### config.mk
export PLATFORM = sky130hd
export DESIGN_NAME = exec_seq
export DESIGN_NICKNAME = d
export VERILOG_FILES = /design/src/rtl/exec_seq_pkg.sv /design/src/rtl/exec_seq.sv
export SDC_FILE = /design/constraint.sdc
export NUM_CORES = 1
export LEC_CHECK = 0
export BUFFER_PORTS_ARGS = -buffer_cell sky130_fd_sc_hd__buf_2
export CAP_MARGIN = 25
export CORE_ASPECT_RATIO = 1.4
export CORE_UTILIZATION = 50
export DETAILED_ROUTE_END_ITERATION = 7
export GPL_ROUTABILITY_DRIVEN = 1
export PLACE_DENSITY_LB_ADDON = 0.12
export SYNTH_ARGS = -nofsm -noshare
export SYNTH_HDL_FRONTEND = slang
export SYNTH_SLANG_ARGS = --single-unit
### constraint.sdc
create_clock -name clk_i -period 2.95 [get_ports clk_i]
set_input_delay 0.295 -clock clk_i [delete_from_list [all_inputs] [get_ports clk_i]]
set_output_delay 0.295 -clock clk_i [all_outputs]
set_load 0.05 [all_outputs]
### src/rtl/exec_seq_pkg.sv
// Shared definitions for the execute-stage sequencer: op codes, FSM states,
// flag bit positions and a small op-class helper.
package exec_seq_pkg;

  typedef enum logic [1:0] {
    S_IDLE = 2'd0,
    S_EXEC = 2'd1,
    S_DONE = 2'd2
  } state_e;

  localparam logic [3:0] OP_ADD  = 4'd0;
  localparam logic [3:0] OP_SUB  = 4'd1;
  localparam logic [3:0] OP_AND  = 4'd2;
  localparam logic [3:0] OP_OR   = 4'd3;
  localparam logic [3:0] OP_XOR  = 4'd4;
  localparam logic [3:0] OP_SLT  = 4'd5;
  localparam logic [3:0] OP_SLTU = 4'd6;
  localparam logic [3:0] OP_SLL  = 4'd7;
  localparam logic [3:0] OP_SRL  = 4'd8;
  localparam logic [3:0] OP_SRA  = 4'd9;

  localparam int F_N = 3;
  localparam int F_Z = 2;
  localparam int F_C = 1;
  localparam int F_V = 0;

  function automatic logic is_shift(input logic [3:0] op);
    return (op == OP_SLL) || (op == OP_SRL) || (op == OP_SRA);
  endfunction

endpackage

### src/rtl/exec_seq.sv
// Execute-stage sequencer feeding an external combinational 64-bit adder.
// Left shifts iterate through the adder (A+A); right shifts iterate locally.
//
// state  | meaning
// S_IDLE | ready for a request; operands load on valid_i
// S_EXEC | shift steps while count != 0, capture result when count == 0
// S_DONE | result held until rready_i
module exec_seq
  import exec_seq_pkg::*;
#(
  parameter int W = 64
) (
  input  logic         clk_i,
  input  logic         reset_i,
  input  logic         valid_i,
  output logic         ready_o,
  input  logic [3:0]   op_i,
  input  logic [W-1:0] a_i,
  input  logic [W-1:0] b_i,
  output logic         rvalid_o,
  input  logic         rready_i,
  output logic [W-1:0] result_o,
  output logic [3:0]   flags_o,
  output logic [W-1:0] alu_a_o,
  output logic [W-1:0] alu_b_o,
  output logic         alu_c_o,
  input  logic [W-1:0] alu_out_i,
  input  logic         alu_c_i,
  input  logic         alu_v_i,
  input  logic         alu_z_i
);

  state_e       state_q, state_d;
  logic [3:0]   op_q, op_d;
  logic [W-1:0] a_q, a_d;
  logic [W-1:0] b_q, b_d;
  logic         c_q, c_d;
  logic [5:0]   cnt_q, cnt_d;
  logic [W-1:0] result_q, result_d;
  logic [3:0]   flags_q, flags_d;
  logic [W-1:0] cap_res;
  logic [3:0]   cap_flg;
  logic [3:0]   alu_flg;

  always_ff @(posedge clk_i) begin
    if (reset_i) state_q <= S_IDLE;
    else         state_q <= state_d;
  end

  always_comb begin
    state_d = state_q;
    case (state_q)
      S_IDLE:  if (valid_i)       state_d = S_EXEC;
      S_EXEC:  if (cnt_q == 6'd0) state_d = S_DONE;
      S_DONE:  if (rready_i)      state_d = S_IDLE;
      default:                    state_d = S_IDLE;
    endcase
  end

  always_comb begin
    ready_o  = (state_q == S_IDLE);
    rvalid_o = (state_q == S_DONE);
  end

  always_comb begin
    alu_flg        = '0;
    alu_flg[F_N]   = alu_out_i[W-1];
    alu_flg[F_Z]   = alu_z_i;
    alu_flg[F_C]   = alu_c_i;
    alu_flg[F_V]   = alu_v_i;
  end

  // Result and flags as they would be captured this cycle; illegal ops give 0/0.
  always_comb begin
    cap_res = '0;
    cap_flg = '0;
    case (op_q)
      OP_ADD, OP_SUB: begin
        cap_res = alu_out_i;
        cap_flg = alu_flg;
      end
      OP_SLT: begin
        cap_res = {{(W-1){1'b0}}, alu_out_i[W-1] ^ alu_v_i};
        cap_flg = alu_flg;
      end
      OP_SLTU: begin
        cap_res = {{(W-1){1'b0}}, ~alu_c_i};
        cap_flg = alu_flg;
      end
      OP_AND, OP_OR, OP_XOR, OP_SLL, OP_SRL, OP_SRA: begin
        if (op_q == OP_AND)      cap_res = a_q & b_q;
        else if (op_q == OP_OR)  cap_res = a_q | b_q;
        else if (op_q == OP_XOR) cap_res = a_q ^ b_q;
        else                     cap_res = a_q;
        cap_flg[F_N] = cap_res[W-1];
        cap_flg[F_Z] = ~|cap_res;
      end
      default: ;
    endcase
  end

  always_comb begin
    op_d     = op_q;
    a_d      = a_q;
    b_d      = b_q;
    c_d      = c_q;
    cnt_d    = cnt_q;
    result_d = result_q;
    flags_d  = flags_q;
    case (state_q)
      S_IDLE: begin
        if (valid_i) begin
          op_d  = op_i;
          a_d   = a_i;
          b_d   = b_i;
          c_d   = 1'b0;
          cnt_d = is_shift(op_i) ? b_i[5:0] : 6'd0;
          case (op_i)
            OP_SUB, OP_SLT, OP_SLTU: begin
              b_d = ~b_i;
              c_d = 1'b1;
            end
            OP_SLL:         b_d = a_i;
            OP_SRL, OP_SRA: b_d = '0;
            default: ;
          endcase
        end
      end
      S_EXEC: begin
        // A nonzero count only ever comes from a shift op.
        if (cnt_q != 6'd0) begin
          cnt_d = cnt_q - 6'd1;
          case (op_q)
            OP_SLL: begin
              a_d = alu_out_i;
              b_d = alu_out_i;
            end
            OP_SRL:  a_d = {1'b0, a_q[W-1:1]};
            OP_SRA:  a_d = {a_q[W-1], a_q[W-1:1]};
            default: ;
          endcase
        end else begin
          result_d = cap_res;
          flags_d  = cap_flg;
        end
      end
      default: ;
    endcase
  end

  always_ff @(posedge clk_i) begin
    if (reset_i) begin
      op_q     <= OP_ADD;
      a_q      <= '0;
      b_q      <= '0;
      c_q      <= 1'b0;
      cnt_q    <= 6'd0;
      result_q <= '0;
      flags_q  <= '0;
    end else begin
      op_q     <= op_d;
      a_q      <= a_d;
      b_q      <= b_d;
      c_q      <= c_d;
      cnt_q    <= cnt_d;
      result_q <= result_d;
      flags_q  <= flags_d;
    end
  end

  assign alu_a_o  = a_q;
  assign alu_b_o  = b_q;
  assign alu_c_o  = c_q;
  assign result_o = result_q;
  assign flags_o  = flags_q;

endmodule
======== Word level (Yosys, flattened, before mapping) ========
Index checks and enable logic that the tools add are counted.
storage, ports and cells
  flip-flop bits (word level) ............. 209
  latch bits .............................. 0
  RAM bits ................................ 0
  bits in read-only memories .............. 0
  output and inout bits ................... 199
  logic and storage cells ................. 88
  memories ................................ 0
operators by class
  add/subtract/negate cells ............... 1
  $mul .................................... 0
  divide/modulo/power cells ............... 0
  magnitude comparators ................... 0
  equal/unequal tests ..................... 25
  shift operators ......................... 0
  muxes and demuxes ....................... 25
  bitwise gates (word level) .............. 7
  reduce and logical (&&, ||, !) cells .... 21
operators with widths
  cell                 count
  $mux 64              9
  $pmux 64 s3          2
  $pmux 64 s2          2
  $pmux 64 s4          1
  $and 64x64->64       1
  $not 64->64          1
  $or 64x64->64        1
  $reduce_or 64->1     1
  $xor 64x64->64       1
  $eq 4x3->1 const B   7
  $mux 6               3
  $eq 4x4->1 const B   4
  $pmux 6 s2           1
  $ne 2x2->1 const B   5
  $eq 4x1->1 const B   2
  $eq 4x2->1 const B   2
  $mux 2               4
  $reduce_and 4->1     2
  $logic_not 6->1      1
  $pmux 2 s3           1
  $reduce_and 3->1     2
  $reduce_bool 6->1    1
  $reduce_or 6->1      1
  $sub 6x1->6 const B  1
  other kinds (19)     23

======== Depth between registers and ports, before layout ========
Gate-level depths: netlist (run 1).
  word-level depth ........................ 8
  gate-level depth with buffers ........... 11

======== Worst setup path after synthesis (run 1) ========
Ideal clock, no wire load.
  path type ............................... reg-to-reg
  from .................................... register state_q[0]
  to ...................................... register b_q[12], in the netlist alu_b_o[12]
  setup time .............................. 128 ps
  arrival ................................. 2746 ps
  required time ........................... 2822 ps
  slack ................................... 76 ps
  cell stages (with the launch flop) ...... 11
  period minus slack after synthesis ...... 2874 ps
  cell sequence ........................... dfxtp_1 -> nor2_1 -> and2_1 -> clkbuf_1 -> a21o_1 -> clkbuf_1 -> nand2_1 -> clkbuf_1 -> buf_1 -> a21oi_1 -> nor2_1
on the way
  longest elaborated chain between the ends .. 3
  elaborated cells on any way between the ends .. 8
  those cells by class .................... eq/ne: 4; mux: 1; reduce/logical: 3
ends and longest elaborated chain
  what                                                              RTL line         RTL
  from (decl)                                                       exec_seq.sv:33   state_e state_q, state_d;
  from (signal assigned)                                            exec_seq.sv:47   else state_q <= state_d;
  $logic_not 2->1 (*)                                               --
  via ready_o                                                       exec_seq.sv:16   output logic ready_o,
  $ne 2x2->1 (no source line) or $reduce_bool 2->1 (tied branches)  --
  $reduce_and 4->1 (no source line)                                 --
  to (signal assigned)                                              exec_seq.sv:155  b_q <= '0;
  to (signal assigned)                                              exec_seq.sv:163  b_q <= b_d;
  to (decl)                                                         exec_seq.sv:36   logic [W-1:0] b_q, b_d;
The timed path passes the listed nets; every way through them passes the cells marked *.
A chain may end at the register's enable or synchronous reset.

======== Final worst setup path (run 1) ========
  from .................................... register op_q[1]
  to ...................................... register flags_q[2], in the netlist flags_o[2]
on the way
  longest elaborated chain between the ends .. 8
  elaborated cells on any way between the ends .. 19
  those cells by class .................... eq/ne: 9; mux: 5; reduce/logical: 5
ends and longest elaborated chain
  what                    RTL line                        RTL
  from (decl)             exec_seq.sv:34                  logic [3:0] op_q, op_d;
  from (signal assigned)  exec_seq.sv:161                 op_q <= op_d;
  $eq 4x3->1              exec_seq.sv:77, exec_seq.sv:93
  $mux 64                 exec_seq.sv:93                  else if (op_q == OP_XOR) cap_res = a_q ^ b_q;
  $mux 64                 exec_seq.sv:92                  else if (op_q == OP_OR) cap_res = a_q | b_q;
  $mux 64                 exec_seq.sv:91                  if (op_q == OP_AND) cap_res = a_q & b_q;
  $mux 64                 exec_seq.sv:77                  case (op_q)
  $reduce_or 64->1        exec_seq.sv:96                  cap_flg[F_Z] = ~|cap_res;
  $logic_not 1->1         exec_seq.sv:96
  $pmux 2 s2 (*)          exec_seq.sv:77
  to (signal assigned)    exec_seq.sv:167                 flags_q <= flags_d;
  to (decl)               exec_seq.sv:40                  logic [3:0] flags_q, flags_d;
Mark *: on every way between the ends. The rest lies on a longest branch, timed or not. The select of a mux whose other input is x is not followed.

==> results of run 1 <==
[kinds of logic (layout without fill, tap and decap cells)]
logic type | Yosys count | count (layout) | synth area share
XOR/XNOR | 2 | 2 | 0.00115
other | 0 | 4 | 0
buffers and inverters | 327 | 651 | 0.0833
multiplexers | 29 | 29 | 0.0198
AO/OA/AOI/OAI | 666 | 666 | 0.306
adder cells (fa/ha/maj) | 130 | 130 | 0.107
flip-flops | 209 | 209 | 0.275
AND/OR/NAND/NOR | 764 | 764 | 0.207
[flip-flops by register name, indices dropped and copies added, names as in the netlist]
name / count
cnt_q: 6
alu_a_o: 64
alu_c_o: 1
result_o: 64
state_q: 2
op_q: 4
alu_b_o: 64
flags_o: 4
[worst max-delay path, stage by stage, from the launching register on]
cell	delay, ps
dfxtp_2	390
or3b_1	440
mux2_2	250
o311ai_0	190
or4_1	550
or4_1	520
nor4_2	240
a31o_1	190
[worst paths after layout]
kind              slack (ps)            to    startpoint
hold / removal            50       op_q[0]       op_i[0]
setup / recovery         130    flags_o[2]       op_q[1]
hold reg to reg          460  result_o[28]  result_o[28]
setup reg to reg         130    flags_o[2]       op_q[1]
[cells in the mapped netlist (all sizes together) (8+ instances only)]
cell,count,area (um2)
ha,130,1630
a311oi,66,578
nand2,234,878
a21oi,180,901
a31oi,12,75.1
mux2i,21,210
a22o,38,333
nor2,439,1650
o211ai,12,90.1
nand3,23,115
a22oi,92,696
mux2,8,90.1
inv,136,510
a221oi,74,648
a21o,9,67.6
o221ai,11,96.3
clkbuf,157,589
dfxtp,209,4180
o21ai,58,290
nand2b,13,81.3
buf,34,166
a211oi,84,631
[metal layers]
metal,track usage,part of all wire,wire length (um)
met3,0.0502,0.071,4100
met4,0.165,0.048,2770
met1,0.434,0.39,22200
met5,0,0.00021,12
met2,0.625,0.49,28400
[timing repair]
action,4_1_cts,5_1_grt
endpoints found under the setup margin,0,1
buffers inserted,0,0
resized for setup,0,5
[final cells by class]
cell class | count | area, um2 | area share
Multi-Input combinational cell | 1591 | 9850 | 0.532
Sequential cell | 209 | 4190 | 0.226
Timing Repair Buffer | 475 | 2740 | 0.148
Clock buffer | 32 | 639 | 0.0345
Inverter | 136 | 510 | 0.0276
Tap cell | 385 | 482 | 0.0260
Clock inverter | 8 | 103 | 0.00554
Antenna cell | 4 | 10.0 | 0.000540
[where the power goes]
part	internal (mW)	switching, mW	total [mW]
Sequential	3.33	0.720	4.05
Clock	1.69	1.27	2.95
Combinational	2.18	4.97	7.15
Total	7.20	6.95	14.2
[cell usage in the layout (no fill, tap or decap), drive strengths merged, types with 3 or more instances in the layout]
cell / Yosys / layout
buf: 34 / 475
nor2: 439 / 439
nand2: 234 / 234
dfxtp: 209 / 209
a21oi: 180 / 180
inv: 136 / 136
ha: 130 / 130
a22oi: 92 / 92
a211oi: 84 / 84
a221oi: 74 / 74
a311oi: 66 / 66
o21ai: 58 / 58
a22o: 38 / 38
clkbuf: 157 / 32
nand3: 23 / 23
mux2i: 21 / 21
nand2b: 13 / 13
a31oi: 12 / 12
o211ai: 12 / 12
o221ai: 11 / 11
a21o: 9 / 9
mux2: 8 / 8
o22ai: 7 / 7
o2bb2ai: 7 / 7
nor3: 7 / 7
nand4: 6 / 6
nor2b: 6 / 6
nor4: 6 / 6
nor3b: 6 / 6
nand4b: 5 / 5
diode: 0 / 4
clkinv: 0 / 4
nand4bb: 3 / 3
o21bai: 3 / 3
or4: 3 / 3
nor4b: 3 / 3
==> results.md, run 1 <==
- TritonRoute pass-1 iters: 5
- Number of I/O pins: 402
- Critical Path Fanout Max: 6
- Slew headroom: 0.211
- Final hold vios: 0
- Drt initial violations: 1236
- Netlist Area Pre-Place: 15200 um2
- Layout fillers: 2880
- Synthesis Warnings: 0
- Clock-pin slew on the worst setup and hold paths: 70 ps
- Placed insts: 2796
- Avg WL per Cell: 20.2 um
- Post-DP HPWL: 41.0 mm
- Async SR Flop Fraction: 0
- CP arrival: 3310 ps
- P_leak: 8.24 nW
- Final period util: 0.957
- # DRC: 0
- Vias in the first global route: 16085
- H-tree levels: 1
- Register area share after synthesis: 0.275
- Pwr dens: 764 nW/um2
- Max Cap Viol: 0
- Fin crit period: 2820 ps
- Syn Area/Cell: 7.14 um2
- Outcome: finished, final reports clean
- Crit. End Element: flop
- Detail Route Antenna Nets: 0
- Layout Area Growth over Synthesis: 21.9%
- Rows: 75
- Clock buffer count from CTS: 23
- Main synth FF type: dfxtp_1
- Hold path depth: 3
- Clk_lat worst skew: 540 ps
- Initial core utilization: 0.508
- Dpl cell area: 17800 um2
- Final setup fails: 0
- GPL Wtd Cong: 0.958
- Final worst setup slack: 127 ps
- Die X: 149 um
- Hold-fix buffers, CTS: 0
- #FFs+latches synth: 209
- Synth unique cells: 63
- Initial antenna violation count: 1
- Final WL: 57.5 mm
- Total track usage: 0.361
- Syn nets: 2460
- Fin area: 18500 um2
- FF-to-FF path depth: 7
- Utilization after layout: 0.619
- Setup_tns: 0 ps
- CTS tree: yes
- Die height: 208 um
- Via density: 6.12
- Post-synth EDFFs: 0
- Final Max Slew Viols: 0
- IO Port Bufs: 401
- Nets: 2769
- Setup CP Type: flop to flop
- Share of cells above drive strength 1: 0.220
- Worst hold-check path type: input pin to flop
- Achievable Freq: 0.354 GHz
- First-pass GRT wire length: 89.3 mm
- Nature of the critical path startpoint: flop
- Grt ovf: 0
- Finished Layout Cells: 2840
- Largest net degree at the start of global routing: 210
- Slew @ Worst Pin: 1180 ps
- Clock root buffer: clkbuf_16
- CTS Sinks: 209
- RSZ-0062 raised after global routing: false
- Die area: 31100 um2
- Syn Inst Count: 2127
- Fin Clk Skew: 20.6 ps
- Hold WS: 51.0 ps
- Design Power: 14.2 mW
- Critical Path RT: 3430 ps
- Setup WS pre-CTS: 67.0 ps
- Longest Clk Path Bufs: 3
- Core Region: 29900 um2
- Routed vias: 17377
- VDD IR max: 0.000489 V
(Power assumes the default switching activity.)
==> inputs of run 2 (changes only) <==
==> constraint.sdc (replaced) <==
create_clock -name clk_i -period 2.95 [get_ports clk_i]
set_input_delay 0.885 -clock clk_i [delete_from_list [all_inputs] [get_ports clk_i]]
set_output_delay 0.885 -clock clk_i [all_outputs]
set_load 0.05 [all_outputs]
==> results.md, run 2 (same netlist as run 1, synthesis figures left out) <==
- Outcome: finished, final reports clean
- Pwr dens: 759 nW/um2
- Clock buffer count from CTS: 22
- Hold path depth: 2
- GPL Wtd Cong: 0.934
- Initial antenna violation count: 1
- Avg WL per Cell: 20.4 um
- Core Region: 29900 um2
- Final hold vios: 0
- CP max-delay cell: or4b_2
- Crit. End Element: flop
- Final WL: 57.9 mm
- Most common cell after layout, fill and taps aside: nor2_1
- Detail Route Antenna Nets: 0
- Worst hold-check path type: flop to flop
- Drt initial violations: 1346
- TritonRoute pass-1 iters: 6
- Critical Path RT: 3420 ps
- Dpl cell area: 17900 um2
- # DRC: 0
- Buf+Inv Stages, Crit Path: 2
- First-pass GRT wire length: 89.9 mm
- Final period util: 0.958
- Layout Area Growth over Synthesis: 22.8%
- Via density: 6.15
- Total track usage: 0.364
- Setup WS pre-CTS: 29.5 ps
- Utilization after layout: 0.624
- VDD IR max: 0.000485 V
- Die height: 208 um
- Critical Path Fanout Max: 60
- Fin crit period: 2830 ps
- Setup CP Type: flop to flop
- Most frequent cells in the layout: nor2_1, buf_2, nand2_1, dfxtp_1, a21oi_1
- Achievable Freq: 0.354 GHz
- FF-to-FF path depth: 9
- Die area: 31100 um2
- Max Cap Viol: 0
- Final Max Slew Viols: 0
- Slew @ Worst Pin: 1050 ps
- Fin area: 18700 um2
- IO Port Bufs: 401
- CP cell instances: buf_4 -> nor3b_4 -> buf_12 -> nand2_1 -> o211ai_1 -> nand3_1 -> or4b_2 -> nor4_2 -> a31o_1
- Slew headroom: 0.295
- Area occupied by multi-input gates: 9860 um2
- Post-DP HPWL: 41.5 mm
- Nature of the critical path startpoint: flop
- CP arrival: 3300 ps
- Grt ovf: 0
- Rows: 75
- Number of I/O pins: 402
- Hold WS: 455 ps
- Routed vias: 17488
- Design Power: 14.2 mW
- Share of cells above drive strength 1: 0.224
- Final worst setup slack: 123 ps
- CTS tree: yes
- Clock-pin slew on the worst setup and hold paths: 60 ps
- Finished Layout Cells: 2844
- CTS Sinks: 209
- Placed insts: 2804
- H-tree levels: 1
- Fin Clk Skew: 12.8 ps
- P_leak: 8.31 nW
- Critical Path Stages: 9
- Setup_tns: 0 ps
- Clk_lat worst skew: 530 ps
- Longest Clk Path Bufs: 3
- Largest net degree at the start of global routing: 210
- Die X: 149 um
- RSZ-0062 raised after global routing: false
- Nets: 2776
- Storage cell area: 4190 um2
- CP peak stage delay: 700 ps
- Initial core utilization: 0.508
- Vias in the first global route: 16577
- Clock root buffer: clkbuf_16
- Delay-heaviest family, CP: simple AND/OR/NAND/NOR gates
- Final setup fails: 0
- Layout fillers: 2816
## run 2: layout make-up
type,count,share of cell area
diodes,3,0.000402
inverters,136,0.0273
multi-input cells,1591,0.528
clock inverters,9,0.00563
repair buffers,483,0.155
flip-flops and latches,209,0.224
well taps,385,0.0258
clock buffers,28,0.0334
## run 2: worst min-delay path: stages, from the launching register on
cell     delay (ps)
dfxtp_1         310
nand2_1          50
a21oi_1          50
## run 2: worst paths after layout
check | from | end | slack, ps
worst max-delay path | op_q[2] | flags_o[2] | 120
worst min-delay path | result_o[21] | result_o[21] | 460
worst max register to register | op_q[2] | flags_o[2] | 120
worst min register to register | result_o[21] | result_o[21] | 460
## run 2: metal layers
layer  global-route usage  vias up  part of all wire
met5                    0        -                 0
met2                0.643      834              0.50
li1                     -     8212                 -
met1                0.423     8273              0.38
met4                0.183        0             0.047
met3               0.0496      169             0.071
## run 2: power breakdown
| part | switching [mW] | leakage (nW) | internal [mW] |
|---|---|---|---|
| Combinational | 5.02 | 6.24 | 2.25 |
| Clock | 1.21 | 0.360 | 1.67 |
| Sequential | 0.701 | 1.71 | 3.32 |
| Total | 6.93 | 8.31 | 7.25 |
## run 2: what timing repair did
action	in CTS	in global routing
hold buffers	0	0
resized for setup	0	5
setup buffers	0	0
endpoints found under the setup margin	0	1
